## src/rtl/sad_search_sched.sv

```systemverilog
// sad_search_sched: full-search motion-estimation scheduler driving row loads and SAD compute per candidate.
// Optional SAD_EARLY_EXIT_EN: a zero SAD ends the search immediately.
module sad_search_sched #(
    parameter int BLK   = 16,
    parameter int RANGE = 7,
    parameter int SAD_W = 16,
    parameter int MV_W  = 4
) (
    input  logic                     clk,
    input  logic                     rst,
    input  logic                     start,
    output logic                     busy,
    output logic                     done,
    output logic                     ld_valid,
    input  logic                     ld_ready,
    output logic [$clog2(BLK)-1:0]   ld_row,
    output logic [MV_W-1:0]          ld_dx,
    output logic [MV_W-1:0]          ld_dy,
    output logic                     sad_start,
    input  logic                     sad_valid,
    input  logic [SAD_W-1:0]         sad_in,
    output logic [SAD_W-1:0]         best_sad,
    output logic [MV_W-1:0]          best_mvx,
    output logic [MV_W-1:0]          best_mvy,
    output logic [7:0]               cand_cnt
);
    localparam int RW = $clog2(BLK);
    localparam logic [MV_W-1:0] LO = MV_W'(-RANGE);
    localparam logic [MV_W-1:0] HI = MV_W'(RANGE);

    typedef enum logic [2:0] {IDLE, LOAD, CALC, WAIT, UPDATE, DONE} state_t;

    state_t             r_state, w_next;
    logic [RW-1:0]      r_row;
    logic [MV_W-1:0]    r_dx, r_dy, r_mvx, r_mvy;
    logic [SAD_W-1:0]   r_sad, r_best;
    logic [7:0]         r_cnt;
    logic               w_last_row, w_last_cand, w_better, w_finish;

    assign w_last_row  = r_row == RW'(BLK - 1);
    assign w_last_cand = r_dx == HI && r_dy == HI;
    // Strict compare keeps the earliest raster candidate on ties.
    assign w_better    = r_cnt == 8'd0 || r_sad < r_best;
`ifdef SAD_EARLY_EXIT_EN
    assign w_finish    = w_last_cand || r_sad == '0;
`else
    assign w_finish    = w_last_cand;
`endif

    always_ff @(posedge clk or negedge rst)
        if (!rst) r_state <= IDLE;
        else      r_state <= w_next;

    always_comb begin
        w_next = r_state;
        case (r_state)
            IDLE:    w_next = start ? LOAD : IDLE;
            LOAD:    w_next = (ld_ready && w_last_row) ? CALC : LOAD;
            CALC:    w_next = WAIT;
            WAIT:    w_next = sad_valid ? UPDATE : WAIT;
            UPDATE:  w_next = w_finish ? DONE : LOAD;
            DONE:    w_next = IDLE;
            default: w_next = IDLE;
        endcase
    end

    always_comb begin
        busy      = r_state != IDLE;
        done      = r_state == DONE;
        ld_valid  = r_state == LOAD;
        sad_start = r_state == CALC;
        ld_row    = r_row;
        ld_dx     = r_dx;
        ld_dy     = r_dy;
        best_sad  = r_best;
        best_mvx  = r_mvx;
        best_mvy  = r_mvy;
        cand_cnt  = r_cnt;
    end

    always_ff @(posedge clk or negedge rst)
        if (!rst) begin
            r_row  <= '0;
            r_dx   <= '0;
            r_dy   <= '0;
            r_mvx  <= '0;
            r_mvy  <= '0;
            r_sad  <= '0;
            r_best <= '1;
            r_cnt  <= '0;
        end else begin
            case (r_state)
                IDLE: if (start) begin
                    r_dx   <= LO;
                    r_dy   <= LO;
                    r_row  <= '0;
                    r_cnt  <= '0;
                    r_best <= '1;
                    r_mvx  <= '0;
                    r_mvy  <= '0;
                end
                LOAD: if (ld_ready) r_row <= w_last_row ? '0 : r_row + 1'b1;
                WAIT: if (sad_valid) r_sad <= sad_in;
                UPDATE: begin
                    if (w_better) begin
                        r_best <= r_sad;
                        r_mvx  <= r_dx;
                        r_mvy  <= r_dy;
                    end
                    r_cnt <= r_cnt + 8'd1;
                    if (!w_last_cand) begin
                        r_dx <= (r_dx == HI) ? LO : r_dx + 1'b1;
                        r_dy <= (r_dx == HI) ? r_dy + 1'b1 : r_dy;
                    end
                end
                default: ;
            endcase
        end
endmodule

```

## config.mk

```make
export PLATFORM = sky130hd
export DESIGN_NAME = sad_search_sched
export DESIGN_NICKNAME = d
export VERILOG_FILES = /design/src/rtl/sad_search_sched.sv
export SDC_FILE = /design/constraint.sdc
export NUM_CORES = 1
export LEC_CHECK = 0
export ABC_AREA = 1
export ABC_CLOCK_PERIOD_IN_PS = 2300
export BUFFER_PORTS_ARGS = -buffer_cell sky130_fd_sc_hd__buf_4
export CORE_UTILIZATION = 45
export CTS_CLUSTER_SIZE = 24
export DETAILED_ROUTE_END_ITERATION = 8
export GPL_ROUTABILITY_DRIVEN = 0
export PLACE_DENSITY_LB_ADDON = 0.15
export SLEW_MARGIN = 30
export SYNTH_ARGS = -nofsm -noshare
export SYNTH_HDL_FRONTEND = slang
export SYNTH_SLANG_ARGS = --single-unit
```

## constraint.sdc

```tcl
create_clock -name clk -period 2.3 [get_ports clk]
set_input_delay 0.23 -clock clk [delete_from_list [all_inputs] [get_ports clk]]
set_output_delay 0.23 -clock clk [all_outputs]
set_load 0.005 [all_outputs]
```

-- Word-level counts from Yosys, hierarchy flattened
Cells that the tools add are included.
Widths: inputs -> output; s select.
- register bits: 63
- bits of input ports: 21
- output and inout port bits: 48
- logic and storage cells: 66
- $add $sub $neg: 4
- magnitude comparators: 1
- equality and inequality tests: 13
- multiplexer cells: 25
- reductions and logical operators: 14
- operators with widths (kind ; count):
    $mux 4 ; 10
    $pmux 4 s2 ; 5
    $mux 16 ; 2
    $pmux 16 s2 ; 1
    $lt 16x16->1 ; 1
    $pmux 8 s2 ; 1
    $pmux 3 s5 ; 1
    $add 4x1->4 const B ; 3
    $reduce_and 3->1 ; 3
    $add 8x1->8 const B ; 1
    $eq 4x3->1 const B ; 2
    $logic_not 8->1 ; 1
    $mux 8 ; 1
    $ne 2x2->1 const B ; 4
    $eq 3x2->1 const B ; 2
    $eq 3x3->1 const B ; 2
    $mux 3 ; 2
    $eq 4x4->1 const B ; 1
    $reduce_and 2->1 ; 2
    $reduce_and 4->1 ; 1
    $reduce_bool 2->1 ; 2
    $eq 3x1->1 const B ; 1
    $logic_not 3->1 ; 1
    $reduce_bool 3->1 ; 1
    5 further kinds ; 6

-- Longest topological paths before layout
Gate-level depths: netlist (run 1).
- depth after elaboration: 4
- depth in mapped cells: 15

-- Worst setup path before layout (run 1)
No wires, ideal clock.
- path kind: register -> register
- start point: register r_best[5], in the netlist best_sad[5]
- end point: register r_mvx[1], in the netlist best_mvx[1]
- library setup time: 117 ps
- arrival time: 1699 ps
- required time: 2183 ps
- path slack: 484 ps
- stages on the path, launching flop included: 14
- path buffers: 1
- cells stage by stage: dfstp_2 -> inv_1 -> ha_1 -> a21oi_1 -> nor2_1 -> nor3_1 -> nand2_1 -> nand2_1 -> nand2_1 -> nand2_4 -> nand2_4 -> buf_6 -> nand2_1 -> nand2_1
- cells in the longest elaborated chain, start to end: 4
- ends and longest elaborated chain (element ; RTL line ; text):
    from (decl) ; 36 ; logic [SAD_W-1:0] r_sad, r_best;
    from (signal assigned) ; 106 ; r_best <= r_sad;
    $lt 16x16->1 ; 43 ; assign w_better = r_cnt == 8'd0 || r_sad < r_best;
    $logic_or 1x1->1 ; 43 ;
    $ne 2x2->1 (no line) ; - ;
    $reduce_and 3->1 (no line) ; - ;
    to (signal assigned) ; 107 ; r_mvx <= r_dx;
    to (decl) ; 35 ; logic [MV_W-1:0] r_dx, r_dy, r_mvx, r_mvy;
No other way between the ends.
A chain may end at the register's enable or synchronous reset.

-- Worst setup path in the final report (run 1)
- start point: register r_best[5], in the netlist best_sad[5]
- end point: register r_mvx[0], in the netlist best_mvx[0]
The elaborated chain is that of the path after synthesis.

==> results of run 1 <==
==> kinds of logic (layout without fill, tap and decap cells) <==
logic type | after synthesis | count (layout) | synth area share
fa+ha+maj | 20 | 20 | 0.0753
buf+inv | 59 | 137 | 0.0760
flops | 63 | 63 | 0.480
simple gates | 191 | 191 | 0.261
compound gates | 41 | 41 | 0.0693
xor+xnor | 3 | 3 | 0.00791
mux | 9 | 9 | 0.0301
==> registers in the layout, indices dropped and copies added (netlist names) <==
register / flops
best_sad: 16
best_mvy: 4
r_sad: 16
best_mvx: 4
r_state: 3
cand_cnt: 8
ld_dx: 4
ld_dy: 4
ld_row: 4
==> per-layer routing <==
layer	vias up	global-route usage	wire length (um)
met5	-	0	0
met1	1297	0.260	3330
met3	9	0.0320	329
met4	0	0.0849	103
li1	1387	-	-
met2	75	0.313	3260
==> worst max-delay path, delay by kind of cell, from the launching register on <==
family | cells | cell delay, ns
simple gates | 9 | 0.91
compound gates | 1 | 0.14
flops | 1 | 0.55
buf+inv | 1 | 0.05
fa+ha+maj | 1 | 0.30
==> power by group <==
part / total (uW) / internal [uW] / switching (uW) / leakage [uW]
Clock: 942 / 526 / 416 / 0.000100
Combinational: 1720 / 810 / 911 / 0.00134
Sequential: 1850 / 1540 / 312 / 0.000756
==> path summary, 6_finish.rpt <==
check	from	to	slack [ns]	cells after the start
worst min-delay path	rst	ld_row[0]$_DFFE_PN0P_	-0.05	1
min in group clk	sad_in[10]	r_sad[10]$_DFFE_PN0P_	0.13	2
worst min register to register	best_mvy[2]$_DFFE_PN0P_	best_mvy[2]$_DFFE_PN0P_	0.47	2
max in group asynchronous	rst	r_sad[14]$_DFFE_PN0P_	1.79	1
worst max-delay path	best_sad[5]$_DFFE_PN1P_	best_mvx[0]$_DFFE_PN0P_	0.24	12
worst max register to register	best_sad[5]$_DFFE_PN1P_	best_mvx[0]$_DFFE_PN0P_	0.24	12
==> placed cells by master (no fill, tap or decap), types with 3 or more instances in the layout <==
cell type | netlist | routed
nand2_1 | 105 | 105
buf_4 | 4 | 73
dfrtp_1 | 47 | 47
inv_1 | 45 | 45
nand3_1 | 35 | 35
nor2_1 | 24 | 24
a21oi_1 | 21 | 21
ha_1 | 20 | 20
dfstp_2 | 16 | 16
o21ai_0 | 10 | 10
clkbuf_8 | 0 | 10
mux2_2 | 8 | 8
o21ai_1 | 6 | 6
nor3_1 | 5 | 5
or2_1 | 4 | 4
or2_2 | 4 | 4
nand2_4 | 3 | 3
inv_2 | 3 | 3
nand4_1 | 3 | 3
xor2_1 | 3 | 3
clkinv_2 | 0 | 3
==> cell type report <==
type,instances,area [um2]
clock inverter,4,45.0
inverter,48,180
tap,96,120
sequential,63,1600
timing repair buffer,73,548
multi-input combinational,264,1480
fill,669,2870
clock buffer,12,145
==> through the flow <==
stage          power, uW  hold slack (ns)  cell area [um2]  utilization  instances
5_1_grt             4910           0.0334             4110        0.589        560
6_report            4520          -0.0506             4110        0.589        560
2_1_floorplan       2900          -0.0656             3320            -        386
3_3_place_gp        3560            0.365             3920        0.561        544
3_5_place_dp        3610            0.370             3920        0.561        544
4_1_cts             4570          0.00569             4110        0.589        560
==> results by group, run 1 <==
Status
  – Status: finished with violations
  – Failing checks: hold timing

Yosys
  – Syn_area_per_cell: around 8.6 um2
  – Synthesized cell area: 3320 um2
  – Ranking of synthesized cells by area: dfrtp_1, dfstp_2, nand2_1, ha_1, nand3_1
  – Yosys top cell area share: 0.354
  – Post-synthesis cell type count: 31
  – Cell taking the most area after synthesis: dfrtp_1
  – Top post-synthesis cells by count: nand2_1, dfrtp_1, inv_1, nand3_1, nor2_1
  – Post-Syn Instances: 386
  – Number of synthesized flops with an enable pin: 0
  – Flops & latches, synth: 63
  – Syn nets: approximately 430
  – Count leader, synth: nand2_1
  – Ys Warns: 0
  – Most used DFF post-synth: dfrtp_1
  – Sequential fraction of the synthesis area: 0.480
  – Ys async rst share: 1.00

Critical path
  – Worst path most repeated cell: nand2_1
  – Worst path slowest cell: dfstp_2
  – Worst Setup Start Kind: register
  – CP Cell Sequence: inv_1, ha_1, a21oi_1, nor2_1, nor3_1, nand2_1, nand2_1, nand2_1, nand2_4, nand2_4, nand2_1, nand2_1
  – Critical path's largest stage delay: ~0.55 ns
  – Worst Path Arrival: ~2.3 ns
  – Worst Path Required: 2.52 ns
  – Crit path capture type: register
  – WS Path Type: reg2reg
  – Worst-path fanout max: 24

Route
  – DRT Wirelength: about 7000 um
  – DR iter-0 viols: 170
  – Via count: between 2,000 and 3,000
  – Routed Antenna Nets: 0
  – DRC errors left: 0
  – Avg Vias per Cell: between 4 and 5
  – First-pass DRT Iterations: 4
  – WL per Instance: between 10 and 15 um

Timing
  – RSZ-0062 raised after global routing: false
  – Hold Slack: -0.0506 ns
  – Relative slew slack: 0.469
  – Worst slew pin tran: about 0.8 ns
  – Final Hold Viols: 23
  – Max Transition Viols Final: 0
  – Setup Skew: ~0.0060 ns
  – Minimum clock period: around 2.1 ns
  – Final TNS setup: 0 ns
  – Fmax: between 400 and 500 MHz
  – Final cycle utilization of the critical path: 0.897
  – Worst setup margin: 0.236 ns
  – Finish-stage setup viols: 0

Clocking
  – TritonCTS Sinks: 63
  – Max Root-Sink Buffers: 2
  – Worst-skew pair later-pin latency: around 0.33 ns
  – CTS tree: built
  – Worst-path clk slew: approximately 0.07 ns
  – H-Tree Level Count: 3
  – Clock Tree Root: clkbuf_8
  – Hold-fix buffers at CTS: 0
  – Post_cts resized: 0
  – TritonCTS buffer count: 9
  – Setup bufs post-CTS: 0

Die
  – Die Wd: between 80 and 90 um
  – Cell Rows: 30
  – Die ar.: slightly below 8000 um2
  – # IOs: slightly below 70
  – Core ar.: 6980 um2
  – Initial core utilization: 0.476
  – Die Ht: just under 90 um

Place
  – Pre-CTS setup slack: between 0.2 and 0.3 ns
  – Detailed-placement wirelength estimate: 4960 um
  – Port-buffer cells: approximately 70

Global routing
  – All-Layer GR Usage: 0.195
  – Global route total overflow: 0
  – Vias in the first global route: approximately 2,500
  – Largest net degree at the start of global routing: 64
  – Initial antenna violation count: 0
  – Global-route wire length before repair: 11,500 um

Pwr
  – Pleak: between 0.002 and 0.0025 uW
  – Power Density: around 1100 nW/um2
  – VDD IR max: roughly 460 uV

Cells and area
  – Share of layout cells above drive strength 1: 0.278
  – Ant diodes: 0
  – Post-layout net count: 500
  – Area delta synth->final: 23.6%

Min path
  – Min-Delay Path Class: in2async

Job
  – MaxCap Viol Count: 0
No activity file was read; power rests on OpenSTA's default activity.
==> run 2, diff against run 1 <==
MAX_ROUTING_LAYER = met4   (was not set)
==> run 2 against run 1 <==
Effect of this change:
- the flow still finishes with violations (hold timing)
- sequential share of layout area unchanged
- sequential power about the same
- final cell count unchanged
- routed wire length down 0.26%
- non-clock buffer count unchanged
- clock-buffer cell count unchanged
- final area unchanged
- global-route usage up 0.69 points
==> results by group, run 2 (same netlist as run 1, synthesis figures left out) <==
Timing
  – Max Transition Viols Final: 0 (unchanged)
  – RSZ-0062 raised after global routing: false
  – Final TNS setup: 0 ns (unchanged)
  – Fmax: 484 MHz (-0.14%)
  – Minimum clock period: 2.07 ns (+0.00279 ns)
  – Setup Skew: 0.00565 ns (-0.000388 ns)
  – Final cycle utilization of the critical path: 0.899 (+0.00122)
  – Relative slew slack: 0.472 (+0.00260)
  – Final Hold Viols: 23 (unchanged)
  – Finish-stage setup viols: 0 (unchanged)
  – Worst slew pin tran: 0.793 ns (-0.00390 ns)
  – Hold Slack: -0.0487 ns (+0.00187 ns)

Critical path
  – WS Path Type: reg2reg
  – Worst Path Required: 2.52 ns (about the same)
  – Worst-path fanout max: 24 (unchanged)
  – Worst Path Arrival: 2.29 ns (about the same)
  – Crit path capture type: register
  – Worst Setup Start Kind: register

Die
  – Initial core utilization: 0.476 (unchanged)
  – Core ar.: 6980 um2 (unchanged)
  – Die Ht: 88.0 um (unchanged)
  – Die Wd: 88.0 um (unchanged)
  – Cell Rows: 30 (unchanged)
  – # IOs: 69 (unchanged)
  – Die ar.: 7740 um2 (unchanged)

Clocking
  – Setup bufs post-CTS: 0 (unchanged)
  – Hold-fix buffers at CTS: 0 (unchanged)
  – H-Tree Level Count: 3 (unchanged)
  – Worst-path clk slew: 0.07 ns (about the same)
  – Post_cts resized: 0 (unchanged)
  – Clock Tree Root: clkbuf_8
  – Max Root-Sink Buffers: 2 (unchanged)
  – TritonCTS buffer count: 9 (unchanged)
  – TritonCTS Sinks: 63 (unchanged)
  – CTS tree: built
  – Worst-skew pair later-pin latency: 0.33 ns (about the same)

Place
  – Detailed-placement wirelength estimate: 4960 um (unchanged)
  – Post-place instance area: 3920 um2 (unchanged)
  – Cells after DPL: 544 (unchanged)
  – Port-buffer cells: 68 (unchanged)

Route
  – Avg Vias per Cell: 4.91 (-0.65%)
  – First-pass DRT Iterations: 4 (unchanged)
  – Via count: 2,750 (-0.65%)
  – Routed Antenna Nets: 0 (unchanged)
  – DRC errors left: 0 (unchanged)
  – DR iter-0 viols: 168 (-1.2%)
  – DRT Wirelength: 7010 um (-0.26%)
  – WL per Instance: 12.5 um (-0.26%)

Cells and area
  – Fill count: 669 (unchanged)
  – Commonest non-fill, non-tap cell in the layout: nand2_1
  – Post-layout net count: 500 (unchanged)
  – Ant diodes: 0 (unchanged)
  – Post-route insts no fill: 560 (unchanged)
  – Share of layout cells above drive strength 1: 0.278 (unchanged)
  – Most frequent cells in the layout: nand2_1, buf_4, dfrtp_1, inv_1, nand3_1
  – Area delta synth->final: 23.6% (unchanged)
  – Footprint of the multi-input gates: 1480 um2 (unchanged)
  – Register area: 1600 um2 (unchanged)
  – Fin area: 4110 um2 (unchanged)

Job
  – MaxCap Viol Count: 0 (unchanged)

Pwr
  – Power Density: 1100 nW/um2 (about the same)
  – Pleak: 0.00220 uW (unchanged)
  – VDD IR max: 456 uV (about the same)
  – PnR Total Power: 4520 uW (about the same)

Global routing
  – Largest net degree at the start of global routing: 64 (unchanged)
  – Initial antenna violation count: 0 (unchanged)
  – All-Layer GR Usage: 0.202 (+0.00686)
  – Global-route wire length before repair: 11,500 um (unchanged)
  – Vias in the first global route: 2,547 (-0.039%)
  – Global route total overflow: 0 (unchanged)

Status
  – Failing checks: hold timing
  – Status: finished with violations

Min path
  – Min-Delay Path Class: in2async
## run 2: worst paths after layout
check / from / end / slack, ns / depth (start not counted)
setup / recovery: best_sad[5]$_DFFE_PN1P_ / best_mvx[0]$_DFFE_PN0P_ / 0.23 / 12
hold / removal: rst / ld_row[0]$_DFFE_PN0P_ / -0.05 / 1
setup reg to reg: best_sad[5]$_DFFE_PN1P_ / best_mvx[0]$_DFFE_PN0P_ / 0.23 / 12
hold reg to reg: best_mvy[2]$_DFFE_PN0P_ / best_mvy[2]$_DFFE_PN0P_ / 0.47 / 2
max in group asynchronous: rst / r_sad[14]$_DFFE_PN0P_ / 1.79 / 1
min in group clk: sad_in[10] / r_sad[10]$_DFFE_PN0P_ / 0.13 / 2
## run 2: worst max-delay path: stages (launching register included)
cell	delay (ns)
dfstp_2	0.55
inv_1	0.05
ha_1	0.30
a21oi_1	0.14
nor2_1	0.05
nor3_1	0.12
nand2_1	0.09
nand2_1	0.06
nand2_1	0.07
nand2_4	0.16
nand2_4	0.20
nand2_1	0.11
nand2_1	0.05
## run 2: final cells by class
cell class / count / area share
clock buffer: 12 / 0.0353
clock inverter: 4 / 0.0110
tap: 96 / 0.0292
sequential: 63 / 0.388
inverter: 48 / 0.0438
timing repair buffer: 73 / 0.133
multi-input combinational: 264 / 0.359
## run 2: routing by layer
layer	track usage	vias up	routed length (um)
met3	0.0415	9	274
li1	-	1388	-
met4	0.0715	0	96
met1	0.261	1291	3390
met5	-	-	0
met2	0.313	62	3250
## run 2: report_power, final
group / switching (uW) / leakage, uW / internal [uW] / total (uW)
clock: 415 / 0.000100 / 526 / 941
combinational: 912 / 0.00134 / 810 / 1720
sequential: 313 / 0.000756 / 1540 / 1850
## run 2: through the flow
| stage | hold slack [ns] | util | setup slack, ns |
|---|---|---|---|
| 3_3_place_gp | 0.365 | 0.561 | 0.271 |
| 2_1_floorplan | -0.0656 | - | 0.484 |
| 6_report | -0.0487 | 0.589 | 0.233 |
| 5_1_grt | 0.0281 | 0.589 | 0.0579 |
| 4_1_cts | 0.00569 | 0.589 | 0.226 |
| 3_5_place_dp | 0.370 | 0.561 | 0.251 |
==> run 3, diff against run 2 <==
RECOVER_POWER = 25   (was not set)
==> run 3 against run 2 <==
Effect of this change:
- the flow finishes with violations (capacitance limit, slew limit)
- critical path type unchanged
- first-iteration DRC count unchanged
- final cell count unchanged
- highest routed layer unchanged
- worst hold slack improved by 0.18 ns
- register-to-register slack is essentially flat
==> results by group, run 3 (same netlist as run 1, synthesis figures left out) <==
Status
  – Status: finished with violations
  – Failing checks: capacitance limit, slew limit

Die
  – Cell Rows: 30 (unchanged)
  – Die Wd: 88.0 um (unchanged)
  – Die Ht: 88.0 um (unchanged)
  – # IOs: 69 (unchanged)
  – Die ar.: 7740 um2 (unchanged)
  – Initial core utilization: 0.476 (unchanged)
  – Core ar.: 6980 um2 (unchanged)

Place
  – Port-buffer cells: 68 (unchanged)
  – Cells after DPL: 544 (unchanged)
  – Detailed-placement wirelength estimate: 4960 um (unchanged)

Critical path
  – Worst path most repeated cell: nand2_1
  – Crit path capture type: register
  – Worst-path fanout max: 24 (unchanged)
  – WS Path Type: reg2reg
  – Worst Path Required: 2.52 ns (about the same)
  – Critical path's largest stage delay: 0.55 ns (about the same)
  – CP Cell Sequence: inv_1, ha_1, a21oi_1, nor2_1, nor3_1, nand2_1, nand2_1, nand2_1, nand2_4, nand2_4, nand2_1, nand2_1
  – Cell family with most CP delay: simple AND/OR/NAND/NOR gates
  – Worst Setup Start Kind: register
  – Worst Path Arrival: 2.29 ns (about the same)
  – Buf/Inv on CP: 1 (unchanged)
  – Worst path slowest cell: dfstp_2

Route
  – DRT Wirelength: 7010 um (about the same)
  – DR iter-0 viols: 168 (unchanged)
  – First-pass DRT Iterations: 4 (unchanged)
  – DRC errors left: 0 (unchanged)
  – Met3 wire length: 275 um (+0.36%)
  – WL per Instance: 12.5 um (about the same)
  – Routed Antenna Nets: 0 (unchanged)
  – Routed wl met2: 3250 um (about the same)
  – Avg Vias per Cell: 4.91 (about the same)
  – M1 WL: 3390 um (about the same)
  – Max Used Layer: met4
  – Via count: 2,749 (-0.036%)

Cells and area
  – Share of layout cells above drive strength 1: 0.278 (unchanged)
  – Post-layout net count: 500 (unchanged)
  – Ant diodes: 0 (unchanged)
  – Most frequent cells in the layout: nand2_1, buf_4, dfrtp_1, inv_1, nand3_1
  – Register area: 1600 um2 (unchanged)
  – Post-route insts no fill: 560 (unchanged)
  – Commonest non-fill, non-tap cell in the layout: nand2_1
  – Fill count: 670 (+0.15%)
  – Area delta synth->final: 23.6% (about the same)
  – Footprint of the multi-input gates: 1480 um2 (unchanged)

Global routing
  – Global-route wire length before repair: 11,500 um (unchanged)
  – All-Layer GR Usage: 0.202 (unchanged)
  – Largest net degree at the start of global routing: 64 (unchanged)
  – Global route total overflow: 0 (unchanged)
  – Vias in the first global route: 2,547 (unchanged)
  – Initial antenna violation count: 0 (unchanged)

Pwr
  – Power Density: 1100 nW/um2 (about the same)
  – Pleak: 0.00220 uW (about the same)
  – VDD IR max: 456 uV (about the same)

Min path
  – Min-Delay Path Class: in2reg

Timing
  – Max Transition Viols Final: 64 (+64)
  – Final TNS setup: 0 ns (unchanged)
  – Finish-stage setup viols: 0 (unchanged)
  – Worst slew pin tran: 1.54 ns (+0.750 ns)
  – Relative slew slack: -0.0286 (-0.500)
  – Setup Skew: 0.00581 ns (+0.000158 ns)
  – Final Hold Viols: 0 (-100%)
  – RSZ-0062 raised after global routing: false
  – Final cycle utilization of the critical path: 0.899 (about the same)
  – Fmax: 484 MHz (about the same)
  – Minimum clock period: 2.07 ns (+0.000227 ns)
  – Hold Slack: 0.128 ns (+0.177 ns)

Job
  – MaxCap Viol Count: 1 (+1)

Clocking
  – Hold-fix buffers at CTS: 0 (unchanged)
  – Max Root-Sink Buffers: 2 (unchanged)
  – TritonCTS buffer count: 9 (unchanged)
  – Worst-path clk slew: 0.07 ns (about the same)
  – Post_cts resized: 0 (unchanged)
  – Worst-skew pair later-pin latency: 0.33 ns (about the same)
  – CTS tree: built
  – Clock Tree Root: clkbuf_8
  – TritonCTS Sinks: 63 (unchanged)
  – Setup bufs post-CTS: 0 (unchanged)
  – H-Tree Level Count: 3 (unchanged)
==> run 3: cell count changes in the layout (fill, tap and decap cells not counted), sizes merged <==
cell,change
buf,-1
clkbuf,+1
==> run 3: stage by stage <==
step	instance area (um2)	utilization	worst slack [ns]	power, uW
2_1_floorplan	3320	-	0.484	2900
3_3_place_gp	3920	0.561	0.271	3560
3_5_place_dp	3920	0.561	0.251	3610
4_1_cts	4110	0.589	0.226	4570
5_1_grt	4110	0.588	0.0579	4920
6_report	4110	0.588	0.233	4520
==> run 3: worst paths after layout <==
check / startpoint / to / slack [ns] / depth (start not counted)
setup / recovery: best_sad[5]$_DFFE_PN1P_ / best_mvx[0]$_DFFE_PN0P_ / 0.23 / 12
hold / removal: sad_in[10] / r_sad[10]$_DFFE_PN0P_ / 0.13 / 2
setup reg to reg: best_sad[5]$_DFFE_PN1P_ / best_mvx[0]$_DFFE_PN0P_ / 0.23 / 12
hold reg to reg: best_mvy[2]$_DFFE_PN0P_ / best_mvy[2]$_DFFE_PN0P_ / 0.47 / 2
max in group asynchronous: rst / r_sad[14]$_DFFE_PN0P_ / 1.09 / 1
min in group asynchronous: rst / ld_row[0]$_DFFE_PN0P_ / 0.25 / 1
==> run 3: final cells by class <==
cell class | instances | share of cell area
clock buffer | 12 | 0.0353
clock inverter | 4 | 0.0110
inverter | 48 | 0.0439
multi-input combinational | 264 | 0.359
sequential | 63 | 0.389
tap | 96 | 0.0292
timing repair buffer | 73 | 0.133
==> run 3: power by group <==
part / total, uW / switching, uW / internal (uW) / leakage (uW)
Sequential: 1850 / 313 / 1540 / 0.000756
Combinational: 1720 / 912 / 810 / 0.00134
Clock: 941 / 415 / 526 / 0.000100
==> run 3: routing by layer <==
layer  global-route usage  up-vias
li1                     -     1388
met1                0.261     1290
met2                0.313       62
met3               0.0415        9
met4               0.0715        0
met5                    -        -
==> run 3: worst reg2reg max path: stages (launching register included) <==
cell     delay, ns
dfstp_2       0.55
inv_1         0.05
ha_1          0.30
a21oi_1       0.14
nor2_1        0.05
nor3_1        0.12
nand2_1       0.09
nand2_1       0.06
nand2_1       0.07
nand2_4       0.16
nand2_4       0.20
nand2_1       0.12
nand2_1       0.05
